--- src/rtl/menu_pkg.sv ---
// Shared constants for the menu text renderer: geometry defaults, RAM map and fetch FSM encoding.
// The optional MENU_INVERSE_EN macro is consumed by menu_cell_fetch.
package menu_pkg;

  localparam int ADDR_W   = 11;
  localparam int COLS_DEF = 32;
  localparam int ROWS_DEF = 28;

  localparam logic [ADDR_W-1:0] TEXT_BASE_DEF = 11'h000;
  localparam logic [ADDR_W-1:0] FONT_BASE_DEF = 11'h400;

  typedef logic [1:0] fetch_state_t;

  localparam fetch_state_t ST_IDLE    = 2'd0;
  localparam fetch_state_t ST_RD_CHAR = 2'd1;
  localparam fetch_state_t ST_RD_FONT = 2'd2;
  localparam fetch_state_t ST_LOAD    = 2'd3;

  // Glyph g, row r lives at base + {g[6:0], r[2:0]}.
  function automatic logic [ADDR_W-1:0] font_addr(input logic [ADDR_W-1:0] base,
                                                  input logic [6:0]        glyph,
                                                  input logic [2:0]        row);
    return base + {1'b0, glyph, row};
  endfunction

endpackage

--- src/rtl/menu_cell_fetch.sv ---
// Cell fetch engine: reads a character code, then its glyph row, and parks the byte in next_reg.
// MENU_INVERSE_EN: char bit 7 selects an inverted glyph byte (highlight bar).
module menu_cell_fetch
  import menu_pkg::*;
#(
  parameter logic [ADDR_W-1:0] FONT_BASE = FONT_BASE_DEF
) (
  input  logic              clk,
  input  logic              reset,
  input  logic              i_start,
  input  logic [ADDR_W-1:0] i_cell_addr,
  input  logic [2:0]        i_glyph_row,
  input  logic [7:0]        i_ram_dout,
  output logic [ADDR_W-1:0] o_ram_addr,
  output logic              o_ram_ce,
  output logic [7:0]        o_next_byte,
  output logic              o_next_valid
);

  fetch_state_t      r_state;
  logic [ADDR_W-1:0] r_cell_addr;
  logic [2:0]        r_row;
  logic [7:0]        r_next;
  logic              r_next_valid;
  logic [7:0]        w_font_load;

`ifdef MENU_INVERSE_EN
  logic r_inv;

  always_ff @(posedge clk or posedge reset) begin
    if (reset) begin
      r_inv <= 1'b0;
    end else if (!i_start && r_state == ST_RD_FONT) begin
      r_inv <= i_ram_dout[7];
    end
  end

  assign w_font_load = r_inv ? ~i_ram_dout : i_ram_dout;
`else
  assign w_font_load = i_ram_dout;
`endif

  // A new start always wins: an in-flight fetch is abandoned and its data never reaches next_reg.
  always_ff @(posedge clk or posedge reset) begin
    if (reset) begin
      r_state      <= ST_IDLE;
      r_cell_addr  <= '0;
      r_row        <= '0;
      r_next       <= '0;
      r_next_valid <= 1'b0;
    end else if (i_start) begin
      r_state      <= ST_RD_CHAR;
      r_cell_addr  <= i_cell_addr;
      r_row        <= i_glyph_row;
      r_next_valid <= 1'b0;
    end else begin
      case (r_state)
        ST_RD_CHAR: r_state <= ST_RD_FONT;
        ST_RD_FONT: r_state <= ST_LOAD;
        ST_LOAD: begin
          r_next       <= w_font_load;
          r_next_valid <= 1'b1;
          r_state      <= ST_IDLE;
        end
        default: r_state <= ST_IDLE;
      endcase
    end
  end

  // Glyph address comes straight off the RAM data so the whole fetch fits in three clocks.
  always_comb begin
    o_ram_addr = '0;
    o_ram_ce   = 1'b0;
    case (r_state)
      ST_RD_CHAR: begin
        o_ram_addr = r_cell_addr;
        o_ram_ce   = 1'b1;
      end
      ST_RD_FONT: begin
        o_ram_addr = font_addr(FONT_BASE, i_ram_dout[6:0], r_row);
        o_ram_ce   = 1'b1;
      end
      default: begin
        o_ram_addr = '0;
        o_ram_ce   = 1'b0;
      end
    endcase
  end

  assign o_next_byte  = r_next;
  assign o_next_valid = r_next_valid;

endmodule

--- src/rtl/menu_text_renderer.sv ---
// Menu OSD text renderer: pixel/line counters, glyph shift register and fetch triggering.
// Build option MENU_INVERSE_EN (inverse-video cells) is handled inside menu_cell_fetch.
module menu_text_renderer
  import menu_pkg::*;
#(
  parameter int                COLS      = COLS_DEF,
  parameter int                ROWS      = ROWS_DEF,
  parameter logic [ADDR_W-1:0] TEXT_BASE = TEXT_BASE_DEF,
  parameter logic [ADDR_W-1:0] FONT_BASE = FONT_BASE_DEF
) (
  input  logic              clk,
  input  logic              reset,
  input  logic              pix_ce,
  input  logic              vs,
  input  logic              de,
  output logic [ADDR_W-1:0] ram_addr,
  output logic              ram_ce,
  input  logic [7:0]        ram_dout,
  output logic              out_de,
  output logic              pixel
);

  localparam int LINE_PX   = COLS * 8;
  localparam int PX_W      = $clog2(LINE_PX);
  localparam int COL_W     = $clog2(COLS);
  localparam int LAST_LINE = ROWS * 8;
  localparam int LINE_W    = $clog2(LAST_LINE + 1);

  logic [PX_W-1:0]   r_px;
  logic [LINE_W-1:0] r_line;
  logic              r_de_d;
  logic              r_armed;
  logic [7:0]        r_shift;
  logic              r_pixel;
  logic              r_out_de;

  logic [COL_W-1:0]  w_col;
  logic [LINE_W-1:0] w_line_next;
  logic              w_in_frame;
  logic              w_visible;
  logic              w_cell_start;
  logic              w_active;
  logic              w_de_fall;
  logic              w_start;
  logic [LINE_W-1:0] w_fetch_line;
  logic [COL_W-1:0]  w_fetch_col;
  logic [ADDR_W-1:0] w_cell_addr;
  logic [7:0]        w_next_byte;
  logic              w_next_valid;

  // Line counter parks one past the last text line until the next vs.
  function automatic logic [LINE_W-1:0] line_sat_inc(input logic [LINE_W-1:0] l);
    return (l < LINE_W'(LAST_LINE)) ? l + LINE_W'(1) : l;
  endfunction

  assign w_col        = r_px[PX_W-1:3];
  assign w_line_next  = line_sat_inc(r_line);
  assign w_in_frame   = r_line < LINE_W'(LAST_LINE);
  assign w_visible    = r_armed & w_in_frame;
  assign w_cell_start = r_px[2:0] == 3'd0;
  assign w_active     = pix_ce & de & ~vs;
  assign w_de_fall    = pix_ce & ~de & ~vs & r_de_d;

  // Fetch target: vs and line end prefetch column 0; a cell boundary prefetches the next column.
  always_comb begin
    w_start      = 1'b0;
    w_fetch_line = r_line;
    w_fetch_col  = '0;
    if (pix_ce && vs) begin
      w_start      = 1'b1;
      w_fetch_line = '0;
    end else if (w_de_fall && r_armed && (w_line_next < LINE_W'(LAST_LINE))) begin
      w_start      = 1'b1;
      w_fetch_line = w_line_next;
    end else if (w_active && r_armed && w_in_frame && w_cell_start &&
                 (w_col != COL_W'(COLS - 1))) begin
      w_start     = 1'b1;
      w_fetch_col = w_col + COL_W'(1);
    end
  end

  assign w_cell_addr = TEXT_BASE + ADDR_W'({w_fetch_line[LINE_W-1:3], w_fetch_col});

  menu_cell_fetch #(
    .FONT_BASE (FONT_BASE)
  ) u_fetch (
    .clk          (clk),
    .reset        (reset),
    .i_start      (w_start),
    .i_cell_addr  (w_cell_addr),
    .i_glyph_row  (w_fetch_line[2:0]),
    .i_ram_dout   (ram_dout),
    .o_ram_addr   (ram_addr),
    .o_ram_ce     (ram_ce),
    .o_next_byte  (w_next_byte),
    .o_next_valid (w_next_valid)
  );

  // Pixel stage: one registered pixel per pix_ce, bit 0 of the glyph byte is the leftmost pixel.
  always_ff @(posedge clk or posedge reset) begin
    if (reset) begin
      r_px     <= '0;
      r_line   <= '0;
      r_de_d   <= 1'b0;
      r_armed  <= 1'b0;
      r_shift  <= '0;
      r_pixel  <= 1'b0;
      r_out_de <= 1'b0;
    end else if (pix_ce) begin
      r_de_d <= de;
      if (vs) begin
        r_line   <= '0;
        r_px     <= '0;
        r_armed  <= 1'b1;
        r_shift  <= '0;
        r_pixel  <= 1'b0;
        r_out_de <= 1'b0;
      end else if (de) begin
        r_px     <= r_px + PX_W'(1);
        r_out_de <= r_armed;
        if (w_cell_start) begin
          r_shift <= w_next_valid ? {1'b0, w_next_byte[7:1]} : 8'h00;
          r_pixel <= w_visible & w_next_valid & w_next_byte[0];
        end else begin
          r_shift <= {1'b0, r_shift[7:1]};
          r_pixel <= w_visible & r_shift[0];
        end
      end else begin
        r_out_de <= 1'b0;
        r_pixel  <= 1'b0;
        if (r_de_d) begin
          r_px   <= '0;
          r_line <= w_line_next;
        end
      end
    end
  end

  assign out_de = r_out_de;
  assign pixel  = r_pixel;

endmodule

--- config.mk ---
export PLATFORM = sky130hd
export DESIGN_NAME = menu_text_renderer
export DESIGN_NICKNAME = d
export VERILOG_FILES = /design/src/rtl/menu_pkg.sv /design/src/rtl/menu_cell_fetch.sv /design/src/rtl/menu_text_renderer.sv
export SDC_FILE = /design/constraint.sdc
export NUM_CORES = 1
export LEC_CHECK = 0
export ABC_AREA = 1
export CAP_MARGIN = 20
export CORE_ASPECT_RATIO = 1.25
export CORE_MARGIN = 2
export CORE_UTILIZATION = 40
export DETAILED_ROUTE_END_ITERATION = 16
export DONT_BUFFER_PORTS = 1
export PLACE_DENSITY = 0.52
export SLEW_MARGIN = 20
export SYNTH_ARGS = -nofsm -noshare
export SYNTH_HDL_FRONTEND = slang
export SYNTH_SLANG_ARGS = --single-unit
--- constraint.sdc ---
create_clock -name clk -period 3.4 [get_ports clk]
set_input_delay 0.51 -clock clk [delete_from_list [all_inputs] [get_ports clk]]
set_output_delay 0.51 -clock clk [all_outputs]
set_load 0.01 [all_outputs]
### Word level (Yosys, flattened, before mapping)

Index checks and enable logic that the tools add are counted.

* bits in registers: 52
* latch bits: 0
* RAM bits: 0
* memory bits (read-only): 0
* input bits: 13
* output and inout bits: 14
* word-level logic and storage cells: 83
* memories: 0

* $add $sub $neg: 4
* multiply operators: 0
* divide/modulo/power cells: 0
* order comparisons: 2
* equality and inequality tests: 5
* shift-type cells: 0
* mux-type cells: 30
* bitwise logic cells: 12
* reductions and logical operators: 18

Operators by type and width (number)
* 8-bit two-way mux: 11
* 11-bit one-hot mux with 2 select lines: 1
* 8-bit by 1-bit adder with 8-bit output (second input constant): 2
* 8-bit < comparator (second input constant): 2
* 5-bit two-way mux: 3
* 7-bit two-way mux: 2
* 11-bit by 10-bit adder with 11-bit output (first input constant): 1
* 1-bit two-way mux: 11
* 1-bit AND: 9
* 2-bit AND reduction: 4
* 1-bit logical AND: 7
* 2-bit nonzero test: 3
* 5-bit by 1-bit adder with 5-bit output (second input constant): 1
* 5-bit != test (second input constant): 1
* 2-bit equality test (second input constant): 2
* 2-bit one-hot mux with 2 select lines: 1
* 3-bit logical NOT: 1
* 1-bit inverter: 3
* 3-bit AND reduction: 1
* 3-bit nonzero test: 1
* 2-bit by 1-bit equality test with 1-bit output (second input constant): 1
* 2-bit two-way mux: 1
* 2-bit != test (second input constant): 1
* 2-bit OR reduction: 1

### Depth between registers and ports, before layout

Gate-level depths: netlist of run 1.

* depth after elaboration: 11
* depth in mapped cells: 12
* gate-level depth less buffers: 12

### Cells and area by module

Synthesis of run 1 repeated with hierarchy kept, for this count alone.

* cell total of the unflattened synthesis: 377
* area, all modules: 2920.3 um^2

Modules (own cells, without submodules)
* menu_text_renderer: times used 1, cells each 232, area an instance 1716.6 um^2, seq. area each 675.6 um^2
* menu_cell_fetch: times used 1, cells each 145, area an instance 1203.7 um^2, seq. area each 625.6 um^2

### Least setup slack after synthesis of run 1

No wires, ideal clock.

* path type: register -> register
* start point: reg r_px[3]
* end point: reg u_fetch.r_cell_addr[0]
* setup time: 0.122 ns
* arrival: 1.550 ns
* required time: 3.278 ns
* path slack: 1.729 ns
* stages on the path, launching flop included: 12
* buffers on the path: 1
* period minus slack after synthesis: 1.671 ns
* path through: dfrtp_1 > ha_1 > nand2_1 > nor2_1 > ha_1 > inv_1 > nand2_1 > nor2_4 > nor2_4 > buf_2 > nand3_1 > o21ai_1

* longest elaborated chain between the ends: 5
* elaborated cells on any way between the ends: 9
* those cells by class: 1 x add/sub; 1 x eq/ne; 6 x mux; 1 x reduce/logical

Ends and longest elaborated chain
* start: declaration: line menu_text_renderer.sv:29 `logic [PX_W-1:0] r_px;`
* start signal: assignment: line menu_text_renderer.sv:119 `r_px <= r_px + PX_W'(1);`
* branches (longest 5 deep; another with 5-bit by 1-bit adder with 5-bit output)
* end signal: assignment: line menu_cell_fetch.sv:53 `r_cell_addr <= i_cell_addr;`
* end: declaration: line menu_cell_fetch.sv:21 `logic [ADDR_W-1:0] r_cell_addr;`

Several ways; the timed one is not identified.
A chain may end at the register's enable or synchronous reset.

### Worst setup path after layout of run 1

* start point: reg r_line[1]
* end point: reg u_fetch.r_cell_addr[0]

* longest elaborated chain between the ends: 7
* elaborated cells on any way between the ends: 14
* those cells by class: 1 x add/sub; 2 x order compare; 7 x mux; 4 x reduce/logical

Ends and longest elaborated chain
* start: declaration: line menu_text_renderer.sv:30 `logic [LINE_W-1:0] r_line;`
* start signal: assignment: line menu_text_renderer.sv:133 `r_line <= w_line_next;`
* branches (longest 7 deep; another with 8-bit by 1-bit adder with 8-bit output)

Several ways; the timed one is not identified.

==> reports/qor.csv, run 1 <==
metric,value,unit
status,completed,
asr flop ratio synth,1.00,
num rows,33,
post-synthesis cell type count,30,
initial cell density of the core,0.416,
Die Span Y,96.7,um
top-area cell type share of the netlist area,0.464,
most instantiated cells after synthesis,"105 x nand2_1, 51 x dfrtp_1, 37 x inv_1, 32 x nand3_1, 24 x a21oi_1",
P_leak,1.40,nW
Max Clock Skew,0.0105,ns
Worst-path clk slew,0.10,ns
Via-to-Cell Ratio,5.10,
syn_nets,364,
footprint of the multi-input gates,0.00128,mm2
layout filler cell count,690,
DP HPWL,4650,um
syn avg cell area,8.04,um2
cell count after synthesis,342,
Slowest cell on crit path,dfrtp_1,
critical path data arrival time,2.49,ns
Final ANT Viol Nets,0,
Compound-Gate Fraction of Synth Area,0.120,
Top delay family on crit path,simple AND/OR/NAND/NOR gates,
critical path's most frequent cell,nand2_1,
"top cells by area, synth","dfrtp_1 46%, nand2_1 14%, nand3_1 5.8%, inv_1 5.1%, a21oi_1 4.4%",
Post-Synth Adder-Cell Area,0.0409,
maximum level of the CTS H-tree,2,
fin cells,430,
Final GP Congestion,0.851,
Wirelength per Cell,14.2,um
first-pass GRT wire length,10400,um
mux cell area share after synthesis,0,
setup bufs post-CTS,0,
Post-Synth Simple-Gate Area,0.289,
Max Slew Vio Count,0,
most frequent cell after synthesis,nand2_1,
Tcrit/Tclk final,0.669,
Final Hold Vio Count,0,
Max VDD drop,218,uV
TritonCTS Buffers,5,
"EDFF count, synth",0,
Ports,27,
pre-CTS WS,0.986,ns
Crit Path Category,reg2reg,
Max Freq,439,MHz
hold crit path type,in2async,
worst rel slew slack,0.415,
worst endpoint required time,3.61,ns
die width,78.2,um
worst setup margin,1.12,ns
drt drc,0,
sequential share of the synthesized area,0.464,
Yosys Warn Count,0,
RSZ-0062 raised after global routing,false,
Finished Core Util,0.442,
setup violators final,0,
worst slew pin tran,0.877,ns
initial antenna violation count,0,
CORE AREA,0.00661,mm2
largest family of logic cells by synthesized area,simple AND/OR/NAND/NOR gates,
I/O Buffers,0,
pin count of the biggest net entering global routing,52,
"Clk Latency, worst-skew pair",0.30,ns
GRT Util Overall,0.174,
vias in the first global route,2150,
Post-Syn Area,0.00275,mm2
Max-Cap Viols,0,
CTS tree,yes,
XOR/XNOR share of the synthesized area,0.0159,
CP peak stage delay,0.40,ns
CTS resizes,0,
CTS Hold Bufs,0,
ANT cells,0,
CP Max Fanout,12,
DR pass1 iterations,4,
final wirelength,6110,um
Die Footprint,0.00756,mm2
Synth Flop Type,dfrtp_1,
Tmin final,2.28,ns
pwr dens,543,mW/mm2
Critical Path End Type,flip-flop,
root buffer cell,clkbuf_8,
clock sinks,51,
register area,0.00128,mm2
Setup TNS Final,0,ns
Area Growth Syn to Fin,6.19,%
clk buf depth,2,
share of layout cells above drive strength 1,0.0787,
aggregate global routing overflow,0,
fin nets,364,
worst path cell trace,ha_1 -> nand2_1 -> inv_1 -> nand3_1 -> nand2_1 -> nand2_1 -> nand2_1 -> nand2_1 -> inv_2 -> nand3_1 -> o21ai_1,
via count,2192,
Worst Setup Start Kind,flip-flop,
placed instance count,422,
Synth Register Bits,51,
Bufs and invs on worst path,2,
DR iter-0 viols,120,
Synth area leader,dfrtp_1,
==> cells by family (layout without fill, tap and decap cells) <==
| family | after synthesis | in the layout |
|---|---|---|
| adder cells (fa/ha/maj) | 9 | 9 |
| XOR/XNOR | 5 | 5 |
| buffers and inverters | 48 | 49 |
| AO/OA/AOI/OAI | 60 | 60 |
| AND/OR/NAND/NOR | 169 | 169 |
| flip-flops | 51 | 51 |
==> placed cells by master, fill, tap and decap left out, drive strengths merged <==
cell / n
xor2: 5
a21oi: 25
inv: 39
dfrtp: 51
o211ai: 1
clkinv: 3
nor2: 19
o21ai: 22
nor3: 3
or2: 2
clkinvlp: 1
nand2: 105
nand3: 38
a32o: 1
a22oi: 2
ha: 9
nand4: 2
o21bai: 1
o22ai: 8
clkbuf: 6
==> area by class of cell <==
class / count / area share
Tap cell: 87 / 0.0373
Clock buffer: 6 / 0.0283
Clock inverter: 2 / 0.00557
Multi-Input combinational cell: 243 / 0.439
Inverter: 41 / 0.0531
Sequential cell: 51 / 0.437
==> state kept, by name, summed over array words and instances (netlist names) <==
name	count
r_armed	1
r_line	8
u_fetch.r_state	2
r_de_d	1
r_shift	7
u_fetch.o_next_valid	1
u_fetch.o_next_byte	8
r_px	8
pixel	1
u_fetch.r_cell_addr	10
out_de	1
u_fetch.r_row	3
==> power by group <==
| part | switching [mW] | internal [mW] |
|---|---|---|
| registers | 0.0792 | 0.707 |
| logic | 0.296 | 0.128 |
| clock network | 0.210 | 0.167 |
==> metrics by stage <==
stage / instance area [um2] / total power [mW] / hold slack, ns
finish: 2920 / 1.59 / 0.232
global route: 2920 / 1.70 / 0.276
CTS: 2920 / 1.62 / 0.277
detailed placement: 2820 / 1.23 / 0.477
global placement: 2820 / 1.23 / 0.475
floorplan: 2750 / 1.11 / 0.448
==> layer usage <==
| layer | vias to the layer above | GRT usage | part of all wire |
|---|---|---|---|
| met1 | 1035 | 0.235 | 0.46 |
| met4 | 0 | 0.0553 | 0.017 |
| met2 | 40 | 0.283 | 0.49 |
| met5 | - | 0 | 0 |
| li1 | 1108 | - | - |
| met3 | 9 | 0.0317 | 0.033 |
==> final timing paths <==
kind	slack [ns]	depth (start not counted)	from	end
min in group clk	0.30	1	pix_ce	out_de
worst max register to register	1.12	11	r_line[1]	u_fetch.r_cell_addr[0]
worst min-delay path	0.23	1	reset	r_shift[3]
max in group asynchronous	2.64	1	reset	r_line[6]
worst min register to register	0.50	2	r_shift[2]	r_shift[2]
worst max-delay path	1.12	11	r_line[1]	u_fetch.r_cell_addr[0]
Note: power is estimated with default switching activity, not from simulation.
==> inputs of run 2 (changes only) <==
- clock period: 3.4 -> 2.2 ns (I/O delays scaled with it)
==> run 2 against run 1 <==
- sequential power rose by 55%
- non-clock buffer count rose by 12
- worst setup slack got worse by 0.93 ns
- die area did not move
- combinational power rose by 64%
- routed wire length rose by 2.6%
- final area rose by 2.7%
- critical path depth rose by 1
- sequential share of layout area fell by 1.1 points
- fmax rose by 13%
- critical path type unchanged
==> reports/qor.csv, run 2 (same netlist as run 1, synthesis figures left out) <==
metric,value,unit,change
clock share of power,0.216,,-0.021
CTS tree,yes,,
P_leak,1.45,nW,+3.5%
final instance area,0.00300,mm2,+2.7%
Area Growth Syn to Fin,9.01,%,
share of layout cells above drive strength 1,0.104,,+0.0255
pre-CTS WS,0.116,ns,-0.869 ns
final wirelength,6270,um,+2.6%
"commonest non-fill, non-tap cell in the layout",nand2_1,,
DR pass1 iterations,6,,+2
I/O Buffers,0,,unchanged
CORE AREA,0.00661,mm2,unchanged
status,completed,,
Ports,27,,unchanged
Reg2Reg Setup Slack,0.19,ns,-0.93 ns
root buffer cell,clkbuf_8,,
Tcrit/Tclk final,0.912,,+0.242
Max Slew Vio Count,0,,unchanged
num rows,33,,unchanged
Top reg by flops,u_fetch.r_cell_addr,,
GRT Util Overall,0.175,,+0.000850
Tmin final,2.01,ns,-0.270 ns
Int Pwr,1.55,mW,+55%
fin nets,376,,+3.3%
TritonCTS Buffers,5,,unchanged
worst slew pin tran,0.403,ns,-0.474 ns
Placed Area,0.00286,mm2,+1.3%
ANT cells,0,,unchanged
Max VDD drop,317,uV,+45%
clock sinks,51,,unchanged
min-delay src,pix_ce,,
"commonest non-fill, non-tap cells in the layout","105 x nand2_1, 51 x dfrtp_1, 36 x inv_1",,
RSZ-0062 raised after global routing,false,,
Net Sw Power,0.891,mW,+52%
Setup TNS Final,0,ns,unchanged
initial antenna violation count,0,,unchanged
aggregate global routing overflow,0,,unchanged
vias in the first global route,2191,,+1.9%
setup violators final,0,,unchanged
pin count of the biggest net entering global routing,25,,-52%
Die Footprint,0.00756,mm2,unchanged
fin cells,442,,+2.8%
Largest register FFs,10,,unchanged
Wirelength per Cell,14.2,um,-0.23%
total power,2.44,mW,+54%
RR Startpoint,r_px[3],,
critical path data arrival time,2.21,ns,-0.28 ns
CP Max Fanout,9,,-3
combinational cell fraction of total power,0.286,,+0.019
maximum level of the CTS H-tree,2,,unchanged
Via-to-Cell Ratio,5.08,,-0.36%
worst rel slew slack,0.731,,+0.316
Die Span Y,96.7,um,unchanged
Max Clock Skew,0.00813,ns,-0.00239 ns
Final GP Congestion,0.874,,+2.8%
Critical Path End Type,flip-flop,,
Worst-path clk slew,0.09,ns,about the same
Max Freq,498,MHz,+13%
via count,2245,,+2.4%
Crit Path Category,reg2reg,,
"Clk Latency, worst-skew pair",0.30,ns,about the same
hold endpoint,out_de,,
Final ANT Viol Nets,0,,unchanged
DR iter-0 viols,173,,+44%
worst endpoint required time,2.40,ns,-1.21 ns
terminus of the critical flop-to-flop path,u_fetch.o_next_byte[7],,
clk buf depth,2,,unchanged
initial cell density of the core,0.416,,unchanged
worst setup margin,0.194,ns,-0.930 ns
placed instance count,427,,+1.2%
die width,78.2,um,unchanged
Sw Share,0.365,,-0.00365
Reg power frac,0.499,,+0.003
drt drc,0,,unchanged
pwr dens,814,mW/mm2,+50%
Max-Cap Viols,0,,unchanged
Worst R2R Path Depth,12,,+1
Hold Crit Depth,1,,
first-pass GRT wire length,10600,um,+1.6%
hold crit path type,in2reg,,
Worst Setup Start Kind,flip-flop,,
DP HPWL,4850,um,+4.4%
Final Hold Vio Count,0,,unchanged
-- run 2: layer usage --
layer	GRT usage	vias up	routed length (um)
met5	0	-	0
met4	0.0445	0	66
met3	0.0317	5	212
met2	0.296	41	3120
met1	0.231	1067	2870
li1	-	1132	-
-- run 2: final cells by class --
cell class,instances,area (um2)
multi-input cells,243,1280
inverters,41,154
clock buffers,6,72.6
fillers,689,3610
clock inverters,2,12.5
well taps,87,109
repair buffers,12,92.6
flip-flops and latches,51,1280
-- run 2: timing repair --
action,CTS,global route
setup endpoints to repair,0,9
hold buffers,1,0
resized for setup,0,0
endpoints found under the hold margin,14,0
buffers inserted,0,6
-- run 2: metrics by stage --
step	hold WS (ns)	util
after floorplan	0.429	-
after global placement	0.199	0.433
after detailed placement	0.202	0.433
after CTS	0.0991	0.447
after global routing	0.0917	0.454
final	0.113	0.454
-- run 2: worst max path at each step --
stage	endpoint	startpoint	slack (ns)	cells after the start
after floorplan	u_fetch.r_cell_addr[0]	r_px[3]	0.53	11
final	u_fetch.o_next_byte[7]	r_px[3]	0.19	12
after detailed placement	u_fetch.o_next_byte[1]	r_px[3]	0.12	12
after global routing	u_fetch.o_next_byte[1]	r_px[3]	0.01	12
after global placement	u_fetch.o_next_byte[3]	r_px[3]	0.23	12
after CTS	u_fetch.o_next_byte[1]	r_px[3]	0.09	12
-- run 2: power groups by stage --
stage / Clock [mW] / Combinational (mW) / Sequential, mW
after floorplan: 0 / 0.524 / 1.19
after global placement: 0 / 0.670 / 1.24
after detailed placement: 0 / 0.678 / 1.24
after CTS: 0.558 / 0.681 / 1.22
after global routing: 0.599 / 0.789 / 1.24
final: 0.526 / 0.697 / 1.22
-- run 2: critical path, stage by stage (launching register included) --
cell and delay [ns]:
dfrtp_1 0.38, ha_1 0.20, nand2_1 0.10, nor2_1 0.15, ha_1 0.17, inv_1 0.03, nand2_1 0.09, nor2_4 0.07
nor2_4 0.22, buf_4 0.17, nand4_4 0.16, nand2_1 0.09, nand2_1 0.06
